[src/rtl/ble_auth_ctrl.sv]
`default_nettype none
// ============================================================================
// Module  : ble_auth_ctrl
// Brief   : BLE UART (8N1) receiver plus power-authorization FSM driving pwr_up.
// Rev     : 1.0  initial release
// ============================================================================
module ble_auth_ctrl #(
    parameter int         BAUD_DIV  = 2604,
    parameter int         HALF_DIV  = BAUD_DIV / 2,
    parameter logic [7:0] GO_BYTE   = 8'h67,
    parameter logic [7:0] STOP_BYTE = 8'h73
) (
    input  logic       clk,
    input  logic       rst_n,
    input  logic       RX,
    input  logic       rider_off,
    output logic       pwr_up,
    output logic [7:0] rx_data,
    output logic       rx_rdy
);

    localparam int CW = ($clog2(BAUD_DIV + 1) > 12) ? $clog2(BAUD_DIV + 1) : 12;
    localparam logic [CW-1:0] c_baud_load = CW'(BAUD_DIV);
    localparam logic [CW-1:0] c_half_load = CW'(HALF_DIV);
    localparam logic [CW-1:0] c_cnt_one   = CW'(1);

    typedef enum logic [1:0] {
        RX_IDLE  = 2'd0,
        RX_START = 2'd1,
        RX_DATA  = 2'd2,
        RX_STOP  = 2'd3
    } rx_state_t;

    typedef enum logic [1:0] {
        PWR_OFF = 2'd0,
        PWR1    = 2'd1,
        PWR2    = 2'd2
    } auth_state_t;

    logic          r_rx_meta, r_rx_s, r_rx_prev;
    rx_state_t     r_rx_state, w_rx_state_nxt;
    logic [CW-1:0] r_cnt, w_cnt_nxt;
    logic [2:0]    r_bit_cnt, w_bit_cnt_nxt;
    logic [7:0]    r_shift, w_shift_nxt;
    logic [7:0]    r_rx_data, w_rx_data_nxt;
    logic          r_rx_rdy, w_rx_rdy_nxt;
    auth_state_t   r_auth, w_auth_nxt;
    logic          r_pwr_up;
    logic          w_fall, w_tick, w_go, w_stop;

    assign w_fall = r_rx_prev & ~r_rx_s;
    assign w_tick = (r_cnt == c_cnt_one);
    assign w_go   = r_rx_rdy && (r_rx_data == GO_BYTE);
    assign w_stop = r_rx_rdy && (r_rx_data == STOP_BYTE);

    // Synchronizer and edge-history flops idle high so reset never fakes a start edge
    always_ff @(posedge clk or negedge rst_n) begin
        if (!rst_n) begin
            r_rx_meta <= 1'b1;
            r_rx_s    <= 1'b1;
            r_rx_prev <= 1'b1;
        end else begin
            r_rx_meta <= RX;
            r_rx_s    <= r_rx_meta;
            r_rx_prev <= r_rx_s;
        end
    end

    always_ff @(posedge clk or negedge rst_n) begin
        if (!rst_n) begin
            r_rx_state <= RX_IDLE;
            r_cnt      <= '0;
            r_bit_cnt  <= 3'd0;
            r_shift    <= 8'h00;
            r_rx_data  <= 8'h00;
            r_rx_rdy   <= 1'b0;
        end else begin
            r_rx_state <= w_rx_state_nxt;
            r_cnt      <= w_cnt_nxt;
            r_bit_cnt  <= w_bit_cnt_nxt;
            r_shift    <= w_shift_nxt;
            r_rx_data  <= w_rx_data_nxt;
            r_rx_rdy   <= w_rx_rdy_nxt;
        end
    end

    always_comb begin
        w_rx_state_nxt = r_rx_state;
        w_cnt_nxt      = r_cnt;
        w_bit_cnt_nxt  = r_bit_cnt;
        w_shift_nxt    = r_shift;
        w_rx_data_nxt  = r_rx_data;
        w_rx_rdy_nxt   = 1'b0;
        case (r_rx_state)
            RX_IDLE: begin
                if (w_fall) begin
                    w_cnt_nxt      = c_half_load;
                    w_rx_state_nxt = RX_START;
                end
            end
            RX_START: begin
                if (!w_tick) begin
                    w_cnt_nxt = r_cnt - c_cnt_one;
                end else if (r_rx_s) begin
                    w_rx_state_nxt = RX_IDLE;
                end else begin
                    w_cnt_nxt      = c_baud_load;
                    w_bit_cnt_nxt  = 3'd0;
                    w_rx_state_nxt = RX_DATA;
                end
            end
            RX_DATA: begin
                if (!w_tick) begin
                    w_cnt_nxt = r_cnt - c_cnt_one;
                end else begin
                    w_shift_nxt = {r_rx_s, r_shift[7:1]};
                    w_cnt_nxt   = c_baud_load;
                    if (r_bit_cnt == 3'd7) begin
                        w_rx_state_nxt = RX_STOP;
                    end else begin
                        w_bit_cnt_nxt = r_bit_cnt + 3'd1;
                    end
                end
            end
            RX_STOP: begin
                if (!w_tick) begin
                    w_cnt_nxt = r_cnt - c_cnt_one;
                end else begin
                    // A low stop bit is a framing error: drop the byte silently
                    if (r_rx_s) begin
                        w_rx_data_nxt = r_shift;
                        w_rx_rdy_nxt  = 1'b1;
                    end
                    w_rx_state_nxt = RX_IDLE;
                end
            end
            default: w_rx_state_nxt = RX_IDLE;
        endcase
    end

    always_ff @(posedge clk or negedge rst_n) begin
        if (!rst_n) begin
            r_auth   <= PWR_OFF;
            r_pwr_up <= 1'b0;
        end else begin
            r_auth   <= w_auth_nxt;
            r_pwr_up <= (w_auth_nxt == PWR1) || (w_auth_nxt == PWR2);
        end
    end

    // A fresh 'go' in PWR2 wins over a simultaneous dismount
    always_comb begin
        w_auth_nxt = r_auth;
        case (r_auth)
            PWR_OFF: if (w_go) w_auth_nxt = PWR1;
            PWR1:    if (w_stop) w_auth_nxt = rider_off ? PWR_OFF : PWR2;
            PWR2: begin
                if (w_go) begin
                    w_auth_nxt = PWR1;
                end else if (rider_off) begin
                    w_auth_nxt = PWR_OFF;
                end
            end
            default: w_auth_nxt = PWR_OFF;
        endcase
    end

    assign pwr_up  = r_pwr_up;
    assign rx_data = r_rx_data;
    assign rx_rdy  = r_rx_rdy;

endmodule
`default_nettype wire

[config.mk]
export PLATFORM = sky130hd
export DESIGN_NAME = ble_auth_ctrl
export DESIGN_NICKNAME = d
export VERILOG_FILES = /design/src/rtl/ble_auth_ctrl.sv
export SDC_FILE = /design/constraint.sdc
export NUM_CORES = 1
export LEC_CHECK = 0
export ABC_AREA = 0
export BUFFER_PORTS_ARGS = -buffer_cell sky130_fd_sc_hd__buf_2
export CAP_MARGIN = 20
export CORE_ASPECT_RATIO = 1.5
export CORE_MARGIN = 2
export CORE_UTILIZATION = 63
export CTS_CLUSTER_DIAMETER = 30
export DETAILED_ROUTE_END_ITERATION = 16
export PLACE_DENSITY_LB_ADDON = 0.2
export REMOVE_ABC_BUFFERS = 1
export SYNTH_ARGS = -nofsm -noshare
export SYNTH_HDL_FRONTEND = slang
export SYNTH_SLANG_ARGS = --single-unit
export TNS_END_PERCENT = 100
[constraint.sdc]
create_clock -name clk -period 3.3 [get_ports clk]
set_input_delay 0.495 -clock clk [delete_from_list [all_inputs] [get_ports clk]]
set_output_delay 0.495 -clock clk [all_outputs]
set_load 0.02 [all_outputs]
==> results of run 1 <==
[layer usage]
| layer | part of all wire [%] | GRT usage (%) | routed length, um |
|---|---|---|---|
| met5 | 0 | 0 | 0 |
| met4 | 2.0 | 11.8 | 92 |
| met3 | 3.9 | 4.51 | 176 |
| met2 | 57 | 43.9 | 2560 |
| met1 | 38 | 28.5 | 1700 |
[logic make-up (layout without fill, tap and decap cells)]
kind of cell | after synthesis | count (layout)
flops | 40 | 40
buf+inv | 22 | 35
fa+ha+maj | 9 | 9
simple gates | 55 | 55
compound gates | 53 | 53
mux | 18 | 18
[cells in the final DEF (no fill, tap or decap), drive strengths merged, types with 7 or more instances in the layout]
cell    count
dfrtp      37
mux2       17
inv        14
buf        14
o21ai      11
ha          9
nand2       9
a21oi       7
a211oi      7
[cell type report]
type                    instances  area (um^2)
inverters                      13         48.8
clock buffers                   5         68.8
multi-input cells             135         1070
clock inverters                 3         46.3
repair buffers                 14         72.6
well taps                      42         52.6
flip-flops and latches         40         1000
fillers                       229          982
[how the worst max path moves through the flow]
stage | from | to | slack, ns | depth (start not counted)
5_1_grt | r_cnt[1]$_DFFE_PN0P_ | r_cnt[10]$_DFFE_PN0P_ | 0.67 | 6
2_1_floorplan | r_cnt[1]$_DFFE_PN0P_ | rx_data[3]$_DFFE_PN0P_ | 1.03 | 6
4_1_cts | r_cnt[1]$_DFFE_PN0P_ | rx_data[0]$_DFFE_PN0P_ | 0.81 | 6
6_report | r_cnt[1]$_DFFE_PN0P_ | r_cnt[2]$_DFFE_PN0P_ | 0.78 | 6
3_3_place_gp | r_cnt[1]$_DFFE_PN0P_ | rx_data[1]$_DFFE_PN0P_ | 0.94 | 6
3_5_place_dp | r_cnt[1]$_DFFE_PN0P_ | rx_data[0]$_DFFE_PN0P_ | 0.83 | 6
[state kept, by name (all words and copies together), names as in the netlist, named ones only]
name and cells:
r_cnt 12, r_bit_cnt 3, r_rx_state 1, pwr_up 1, rx_rdy 1, r_auth 2
r_shift 8, r_rx_meta 1, r_rx_prev 1, rx_data 8, r_rx_s 1
[power by group through the flow]
stage               combinational (mW)  clock, mW  sequential, mW
finish                           0.840      0.407           0.671
global route                     0.921      0.433           0.679
CTS                              0.828      0.419           0.668
detailed placement               0.822          0           0.677
global placement                 0.803          0           0.663
floorplan                        0.636          0           0.646
[worst max-delay path: cells and delay by family, from the launching register on]
family / cells / cell delay (ns)
compound gates: 1 / 0.14
buf+inv: 1 / 0.10
fa+ha+maj: 1 / 0.16
flops: 1 / 0.40
simple gates: 3 / 1.58
[metrics by stage]
stage          hold slack, ns  power [mW]  util [%]
6_report                0.291        1.92      70.7
5_1_grt                 0.284        2.03      70.7
4_1_cts                 0.282        1.91      70.7
3_5_place_dp            0.348        1.50      67.3
3_3_place_gp            0.346        1.47      67.3
2_1_floorplan           0.199        1.28         -
==> summary.md, run 1 <==
| Metric | Value |
|---|---|
| Critical-path cell list | `inv_1 -> ha_1 -> or4b_4 -> nor4_4 -> or2_2 -> o21ai_0` |
| Post-synthesis adder-cell area fraction | `5.17%` |
| Synth Flop Type | `dfrtp_1` |
| Critical path type | `register to register` |
| Via Count | `1650` |
| Power Density | `810 mW/mm^2` |
| Resized Gates After CTS | `0` |
| Synth Area in Compound Gates | `16.8%` |
| Count leader, synth | `dfrtp_1` |
| Int Pwr | `1.11 mW` |
| Clock Power Share | `21.2%` |
| Final worst-path cycle share | `76.4%` |
| Hold Crit Class | `primary input to register` |
| Num ports | `14` |
| Crit Path Max Fanout | `14` |
| FP Rows | `26` |
| Die area | `0.00395 mm^2` |
| Worst vdd ir | `0.573 mV` |
| Post-synthesis async set-or-reset flop share | `100%` |
| Mux cell area share after synthesis | `10.6%` |
| Actual slew at the worst max-slew pin | `0.858 ns` |
| Sw Share | `42.0%` |
| CTS H-tree depth | `2` |
| Main combinational cell family by area after synthesis | `compound AO/OA/AOI/OAI gates` |
| Outcome | `finished, final reports clean` |
| Placed cell count | `244` |
| Total track usage | `25.2%` |
| # DRC | `0` |
| Inserted Clock Buffers | `5` |
| Slowest CP cell | `nor4_4` |
| Worst r2r path cells | `6` |
| Area fraction of the dominant cell type after synthesis | `42.5%` |
| WP data required | `3.46 ns` |
| RSZ-0062 raised after global routing | `false` |
| Post-synth EDFFs | `0` |
| Postcts setup bufs | `0` |
| Worst hold start | `RX` |
| Fmax | `396 MHz` |
| Post-synthesis cell type count | `55` |
| WL final | `4540 um` |
| Cell taking the most area after synthesis | `dfrtp_1` |
| Routability cong. | `0.859` |
| Initial drt markers | `42` |
| Final hold vios | `0` |
| Starting Density | `65.0%` |
| Routed vias/inst | `6.55` |
| Max-cap violation count | `0` |
| Antenna viol nets, final | `0` |
| Commonest cells post-synth | `37 x dfrtp_1, 13 x inv_1, 11 x o21ai_0` |
| Final setup fails | `0` |
| Clock slew at reported path FFs | `0.08 ns` |
| Avg Cell Area, Syn | `11.1 um^2` |
| Synth warn | `0` |
| Simple logic cell fraction of the synthesized area | `16.7%` |
| Die height | `76.0 um` |
| CTS tree | `yes` |
| Routed len/inst | `18.0 um` |
| Core area | `0.00335 mm^2` |
| Slowest stage delay, CP | `0.72 ns` |
| Hold Crit Endpoint | `r_rx_meta$_DFF_PN1_` |
| Final Slew Violations | `0` |
| Yosys reg bits | `40` |
| FF-to-FF Start | `r_cnt[1]$_DFFE_PN0P_` |
| Combinational share of power | `43.8%` |
| Pre-CTS setup slack | `0.831 ns` |
| Fin cells | `252` |
| Sequential share of power | `35.0%` |
| Initial antenna violation count | `0` |
| Synth Area in XOR/XNOR | `0%` |
| P&R area growth vs syn | `8.79%` |
| CTS root buf | `clkbuf_8` |
| DP HPWL | `3210 um` |
| CP Launch Type | `register` |
| Reg2Reg Setup Slack | `0.78 ns` |
| Worst reg2reg path endpoint | `r_cnt[2]$_DFFE_PN0P_` |
| Synth top area cells | `dfrtp_1 43%, mux2_4 5.5%, ha_1 5.2%, mux2_2 4.7%, dfstp_2 3.6%` |
| Setup tns final | `0 ns` |
| 1st-pass router iterations | `4` |
| Worst-Skew Late Latency | `0.29 ns` |
| Port Buffers | `13` |
| Worst Path Arrival | `2.68 ns` |
| Finished Cell Area | `0.00237 mm^2` |
| DP Area | `0.00225 mm^2` |
| Setup Skew | `0.00475 ns` |
| Vias in the first global route | `1689` |
| Switch Pwr | `0.807 mW` |
| Grt ovf | `0` |
| Largest net degree at the start of global routing | `41` |
| Sink Count | `40` |
| Layout Nets | `222` |
| Die Wd | `52.0 um` |
| Sequential share of the synthesized area | `46.1%` |
| Setup crit end kind | `register` |
| Final worst slack | `0.777 ns` |
| Longest Clk Path Bufs | `2` |
| ANT cells | `0` |
| Final min period | `2.52 ns` |
| Post-Synthesis Cells | `197` |
| Hold buffer count at CTS | `0` |
| Lkg Pwr | `1.08 nW` |
| Relative slew margins | `42.8%` |
| Hold path depth | `1` |
| Wire length of the first global-routing pass | `7640 um` |
| Layout cell share with drive strength beyond 1 | `24.8%` |
| Post-Syn Area | `0.00218 mm^2` |
(Power assumes the default switching activity.)
==> run 2, diff against run 1 <==
- CORE_UTILIZATION: 63 -> 60
- clock period: 3.3 -> 2.5 ns (I/O delays scaled with it)
==> run 2 against run 1 <==
Sequential share of layout area down 1.1 points. Via count decreased by 1.3%. Fmax is 15% higher. Flip-flop and latch count is the same. Die area is 4.7% higher. Clock skew about the same. Final cell count grew 3.6%. Critical endpoint is now r_cnt[10]$_DFFE_PN0P_.
==> summary.md, run 2 (synthesis gave the netlist of run 1 again) <==
| Metric | Value |
|---|---|
| Outcome | `finished, final reports clean` |
| Biggest register | `r_cnt` |
| Fmax | `456 MHz (+15%)` |
| CP startpoint | `r_cnt[1]$_DFFE_PN0P_` |
| Hold buffer count at CTS | `0 (unchanged)` |
| Die Wd | `53.2 um (+2.3%)` |
| Largest register FFs | `12 (unchanged)` |
| WP data required | `2.66 ns (-0.80 ns)` |
| Grt ovf | `0 (unchanged)` |
| Buffers and inverters on the worst path | `2 (+1)` |
| FF-to-FF Start | `r_cnt[1]$_DFFE_PN0P_` |
| Slowest CP cell | `or4b_4` |
| Final worst-path cycle share | `87.7% (+11 points)` |
| Resized Gates After CTS | `0 (unchanged)` |
| Total track usage | `26.1% (+0.89 points)` |
| Vias in the first global route | `1643 (-2.7%)` |
| Via Count | `1628 (-1.3%)` |
| Most frequent cells in the layout | `37 x dfrtp_1, 13 x inv_1, 13 x buf_2` |
| Setup crit end kind | `register` |
| Worst hold start | `RX` |
| Lkg Pwr | `1.13 nW (+4.2%)` |
| Num ports | `14 (unchanged)` |
| Initial antenna violation count | `0 (unchanged)` |
| Critical path type | `register to register` |
| Max-cap violation count | `0 (unchanged)` |
| Actual slew at the worst max-slew pin | `0.870 ns (+0.0114 ns)` |
| CTS tree | `yes` |
| Inserted Clock Buffers | `5 (unchanged)` |
| CTS H-tree depth | `2 (unchanged)` |
| FP Rows | `26 (unchanged)` |
| DP HPWL | `3500 um (+9.0%)` |
| CTS root buf | `clkbuf_8` |
| Power Density | `1070 mW/mm^2 (+32%)` |
| Worst Path Arrival | `2.35 ns (-0.33 ns)` |
| Relative slew margins | `42.0% (-0.76 points)` |
| Critical-path cell list | `inv_1 -> ha_1 -> or4b_4 -> nor4_4 -> buf_4 -> or2_2 -> o211ai_1` |
| Final Slew Violations | `0 (unchanged)` |
| Core area | `0.00345 mm^2 (+2.9%)` |
| Die area | `0.00414 mm^2 (+4.7%)` |
| Routed vias/inst | `6.24 (-4.7%)` |
| Port Buffers | `13 (unchanged)` |
| Commonest non-fill, non-tap cell in the layout | `dfrtp_1` |
| Initial drt markers | `60 (+43%)` |
| Final hold vios | `0 (unchanged)` |
| Worst-Skew Late Latency | `0.29 ns (about the same)` |
| CP Launch Type | `register` |
| Final setup fails | `0 (unchanged)` |
| Crit Path Max Fanout | `9 (-5)` |
| Antenna viol nets, final | `0 (unchanged)` |
| Slowest stage delay, CP | `0.52 ns (-0.20 ns)` |
| Routability cong. | `0.927 (+8.0%)` |
| Die height | `77.8 um (+2.3%)` |
| P&R area growth vs syn | `11.7%` |
| Postcts setup bufs | `0 (unchanged)` |
| Total power | `2.61 mW (+36%)` |
| Delay-heaviest family, CP | `simple AND/OR/NAND/NOR gates` |
| Setup Skew | `0.00484 ns (+0.0000980 ns)` |
| Starting Density | `63.1% (-1.8 points)` |
| Worst vdd ir | `0.816 mV (+43%)` |
| Largest net degree at the start of global routing | `41 (unchanged)` |
| Fin Hold WS | `0.176 ns (-0.115 ns)` |
| 1st-pass router iterations | `4 (unchanged)` |
| # DRC | `0 (unchanged)` |
| Setup tns final | `0 ns (unchanged)` |
| RSZ-0062 raised after global routing | `false` |
| Longest Clk Path Bufs | `2 (unchanged)` |
| Wire length of the first global-routing pass | `7920 um (+3.7%)` |
| Clock slew at reported path FFs | `0.08 ns (about the same)` |
| Hold Crit Class | `primary input to register` |
| Layout cell share with drive strength beyond 1 | `27.9% (+3.1 points)` |
| Sink Count | `40 (unchanged)` |
| Routed len/inst | `18.1 um (+0.30%)` |
| ANT cells | `0 (unchanged)` |
| WL final | `4710 um (+3.9%)` |
| Final min period | `2.19 ns (-0.329 ns)` |
| Layout Nets | `231 (+4.1%)` |
run 2: layer usage:
layer	vias up	track usage [%]	part of all wire, %
met5	-	0	0
met4	0	8.46	0.98
met3	4	5.00	2.0
met2	22	47.6	58
met1	818	29.0	39
li1	784	-	-
run 2: final cells by class:
class                   instances  area [um^2]
multi-input cells             135         1070
clock inverters                 3         42.5
flip-flops and latches         40         1000
inverters                      13         48.8
repair buffers                 23          140
fillers                       276         1020
clock buffers                   5         68.8
well taps                      42         52.6
run 2: worst register-to-register path, delay by kind of cell (launching register included):
family,cells,cell delay [ns]
flip-flops,1,0.40
AND/OR/NAND/NOR,3,1.07
buffers and inverters,2,0.30
adder cells (fa/ha/maj),1,0.16
AO/OA/AOI/OAI,1,0.13
run 2: final timing paths:
check,to,slack [ns],cells after the start
worst min register to register,r_rx_s$_DFF_PN1_,0.37,0
worst max register to register,r_cnt[10]$_DFFE_PN0P_,0.31,7
worst min-delay path,r_rx_meta$_DFF_PN1_,0.18,1
max in group asynchronous,r_cnt[9]$_DFFE_PN0P_,1.76,1
min in group asynchronous,r_cnt[0]$_DFFE_PN0P_,0.19,1
worst max-delay path,r_cnt[10]$_DFFE_PN0P_,0.31,7
run 2: power by group:
group,switching [mW],internal (mW),leakage [nW],total [mW]
clock,0.229,0.295,0.0541,0.524
sequential,0.134,0.748,0.531,0.882
combinational,0.707,0.494,0.545,1.20
total,1.07,1.54,1.13,2.61
run 2: stage by stage:
stage	setup WS, ns	std cells	cell area, um^2	utilization, %
final	0.307	261	2430	70.5
after global routing	0.141	261	2430	70.5
after CTS	0.294	261	2430	70.5
after detailed placement	0.310	253	2320	67.3
after global placement	0.380	253	2320	67.3
after floorplan	0.226	188	2130	-
==> run 3, diff against run 2 <==
- REMOVE_ABC_BUFFERS: 1 -> unset
==> run 3 against run 2 <==
Via count rose by 4.3%. Flip-flop and latch count did not move. Utilization rose by 0.073 points. Cell area rose by 0.10%. Final cell count fell by 0.38%. First-iteration DRC count rose by 50%. Hold slack barely moved. Largest power group unchanged.
==> summary.md, run 3 (synthesis gave the netlist of run 1 again) <==
| Metric | Value |
|---|---|
| Inserted Clock Buffers | `5 (unchanged)` |
| Combinational share of power | `45.9% (-0.2 points)` |
| Layout Nets | `230 (-0.43%)` |
| Routed len/inst | `18.6 um (+3.0%)` |
| CP Launch Type | `register` |
| Resized Gates After CTS | `0 (unchanged)` |
| Postcts setup bufs | `0 (unchanged)` |
| P&R area growth vs syn | `11.8%` |
| Outcome | `finished, final reports clean` |
| Switch Pwr | `1.09 mW (+1.4%)` |
| ANT cells | `0 (unchanged)` |
| Hold buffer count at CTS | `0 (unchanged)` |
| Commonest non-fill, non-tap cell in the layout | `dfrtp_1` |
| Relative slew margins | `42.0% (-0.072 points)` |
| Die Wd | `53.2 um (unchanged)` |
| Num ports | `14 (unchanged)` |
| Sequential share of power | `33.1% (-0.7 points)` |
| Crit Path Max Fanout | `8 (-1)` |
| Int Pwr | `1.57 mW (+2.0%)` |
| Clock Power Share | `21.0% (+0.9 points)` |
| Post-synth net total | `210` |
| 1st-pass router iterations | `4 (unchanged)` |
| Critical-path cell list | `inv_1 -> ha_1 -> or4b_4 -> nor4_4 -> buf_4 -> a211oi_1 -> o22a_1` |
| Final min period | `2.32 ns (+0.123 ns)` |
| Lkg Pwr | `1.13 nW (+0.16%)` |
| Setup crit end kind | `register` |
| Worst-Skew Late Latency | `0.29 ns (about the same)` |
| Most frequent cells in the layout | `37 x dfrtp_1, 13 x inv_1, 13 x buf_2` |
| Setup tns final | `0 ns (unchanged)` |
| RSZ-0062 raised after global routing | `false` |
| Final setup fails | `0 (unchanged)` |
| Sw Share | `40.9% (-0.14 points)` |
| Worst vdd ir | `0.726 mV (-11%)` |
| Slowest stage delay, CP | `0.51 ns (about the same)` |
| Actual slew at the worst max-slew pin | `0.871 ns (+0.00109 ns)` |
| CTS root buf | `clkbuf_8` |
| Fin cells | `260 (-0.38%)` |
| Core area | `0.00345 mm^2 (unchanged)` |
| Die area | `0.00414 mm^2 (unchanged)` |
| Wire length of the first global-routing pass | `8110 um (+2.4%)` |
| Initial antenna violation count | `0 (unchanged)` |
| Final core utilization | `70.6% (+0.073 points)` |
| Delay-heaviest family, CP | `simple AND/OR/NAND/NOR gates` |
| Sink Count | `40 (unchanged)` |
| FP Rows | `26 (unchanged)` |
| Slowest CP cell | `or4b_4` |
| Critical path type | `register to register` |
| CTS H-tree depth | `2 (unchanged)` |
| Longest Clk Path Bufs | `2 (unchanged)` |
| Final worst-path cycle share | `92.7% (+4.9 points)` |
| Power Density | `1090 mW/mm^2 (+1.7%)` |
| Initial drt markers | `90 (+50%)` |
| CTS tree | `yes` |
| Max-cap violation count | `0 (unchanged)` |
| Total track usage | `26.9% (+0.87 points)` |
| Grt ovf | `0 (unchanged)` |
| Biggest register | `r_cnt` |
| Fin Hold WS | `0.177 ns (+0.000470 ns)` |
| Hold Crit Class | `primary input to register` |
| Layout cell share with drive strength beyond 1 | `27.5% (-0.33 points)` |
| Via Count | `1698 (+4.3%)` |
| Setup Skew | `0.00381 ns (-0.00104 ns)` |
| Die height | `77.8 um (unchanged)` |
| Routed vias/inst | `6.53 (+4.7%)` |
| Starting Density | `63.1% (unchanged)` |
| Antenna viol nets, final | `0 (unchanged)` |
| Port Buffers | `13 (unchanged)` |
| Routability cong. | `0.920 (-0.72%)` |
| WL final | `4840 um (+2.6%)` |
| Largest register FFs | `12 (unchanged)` |
| WP data required | `2.68 ns (+0.02 ns)` |
| Final hold vios | `0 (unchanged)` |
| Largest net degree at the start of global routing | `41 (unchanged)` |
| Final Slew Violations | `0 (unchanged)` |
| Fmax | `432 MHz (-5.3%)` |
| Vias in the first global route | `1726 (+5.1%)` |
| # DRC | `0 (unchanged)` |
| Buffers and inverters on the worst path | `2 (unchanged)` |
| Clock slew at reported path FFs | `0.08 ns (about the same)` |
| DP HPWL | `3470 um (-0.89%)` |
| Worst Path Arrival | `2.50 ns (+0.15 ns)` |
| Placed cell count | `252 (-0.40%)` |
run 3: layout make-up:
| cell class | count | area (um^2) |
|---|---|---|
| multi-input cells | 135 | 1070 |
| fillers | 258 | 1010 |
| flip-flops and latches | 40 | 1000 |
| repair buffers | 22 | 133 |
| clock buffers | 6 | 82.6 |
| well taps | 42 | 52.6 |
| inverters | 13 | 48.8 |
| clock inverters | 2 | 38.8 |
run 3: per-stage QoR:
| stage | total power, mW | cell area [um^2] | worst slack, ns |
|---|---|---|---|
| 2_1_floorplan | 1.72 | 2180 | 0.384 |
| 5_1_grt | 2.84 | 2430 | 0.0796 |
| 4_1_cts | 2.64 | 2430 | 0.200 |
| 3_5_place_dp | 2.07 | 2310 | 0.239 |
| 3_3_place_gp | 2.02 | 2310 | 0.348 |
| 6_report | 2.65 | 2430 | 0.184 |
run 3: path summary, 6_finish.rpt:
kind,from,end,slack [ns],depth (start not counted)
hold / removal,RX,r_rx_meta$_DFF_PN1_,0.18,1
setup / recovery,r_cnt[1]$_DFFE_PN0P_,r_cnt[9]$_DFFE_PN0P_,0.18,7
max in group asynchronous,rst_n,r_cnt[0]$_DFFE_PN0P_,1.76,1
hold reg to reg,r_rx_meta$_DFF_PN1_,r_rx_s$_DFF_PN1_,0.36,0
setup reg to reg,r_cnt[1]$_DFFE_PN0P_,r_cnt[9]$_DFFE_PN0P_,0.18,7
min in group asynchronous,rst_n,async pin,0.19,1
run 3: power by group through the flow:
stage / combinational, mW / clock, mW / sequential [mW]
finish: 1.22 / 0.556 / 0.879
global route: 1.35 / 0.596 / 0.891
CTS: 1.20 / 0.568 / 0.874
detailed placement: 1.19 / 0 / 0.885
global placement: 1.15 / 0 / 0.874
floorplan: 0.866 / 0 / 0.853
run 3: layer usage:
metal | vias up | GRT usage [%] | routed length (um)
li1 | 776 | - | -
met1 | 843 | 28.2 | 1780
met2 | 67 | 47.3 | 2710
met3 | 12 | 6.54 | 220
met4 | 0 | 14.6 | 125
met5 | - | 0 | 0
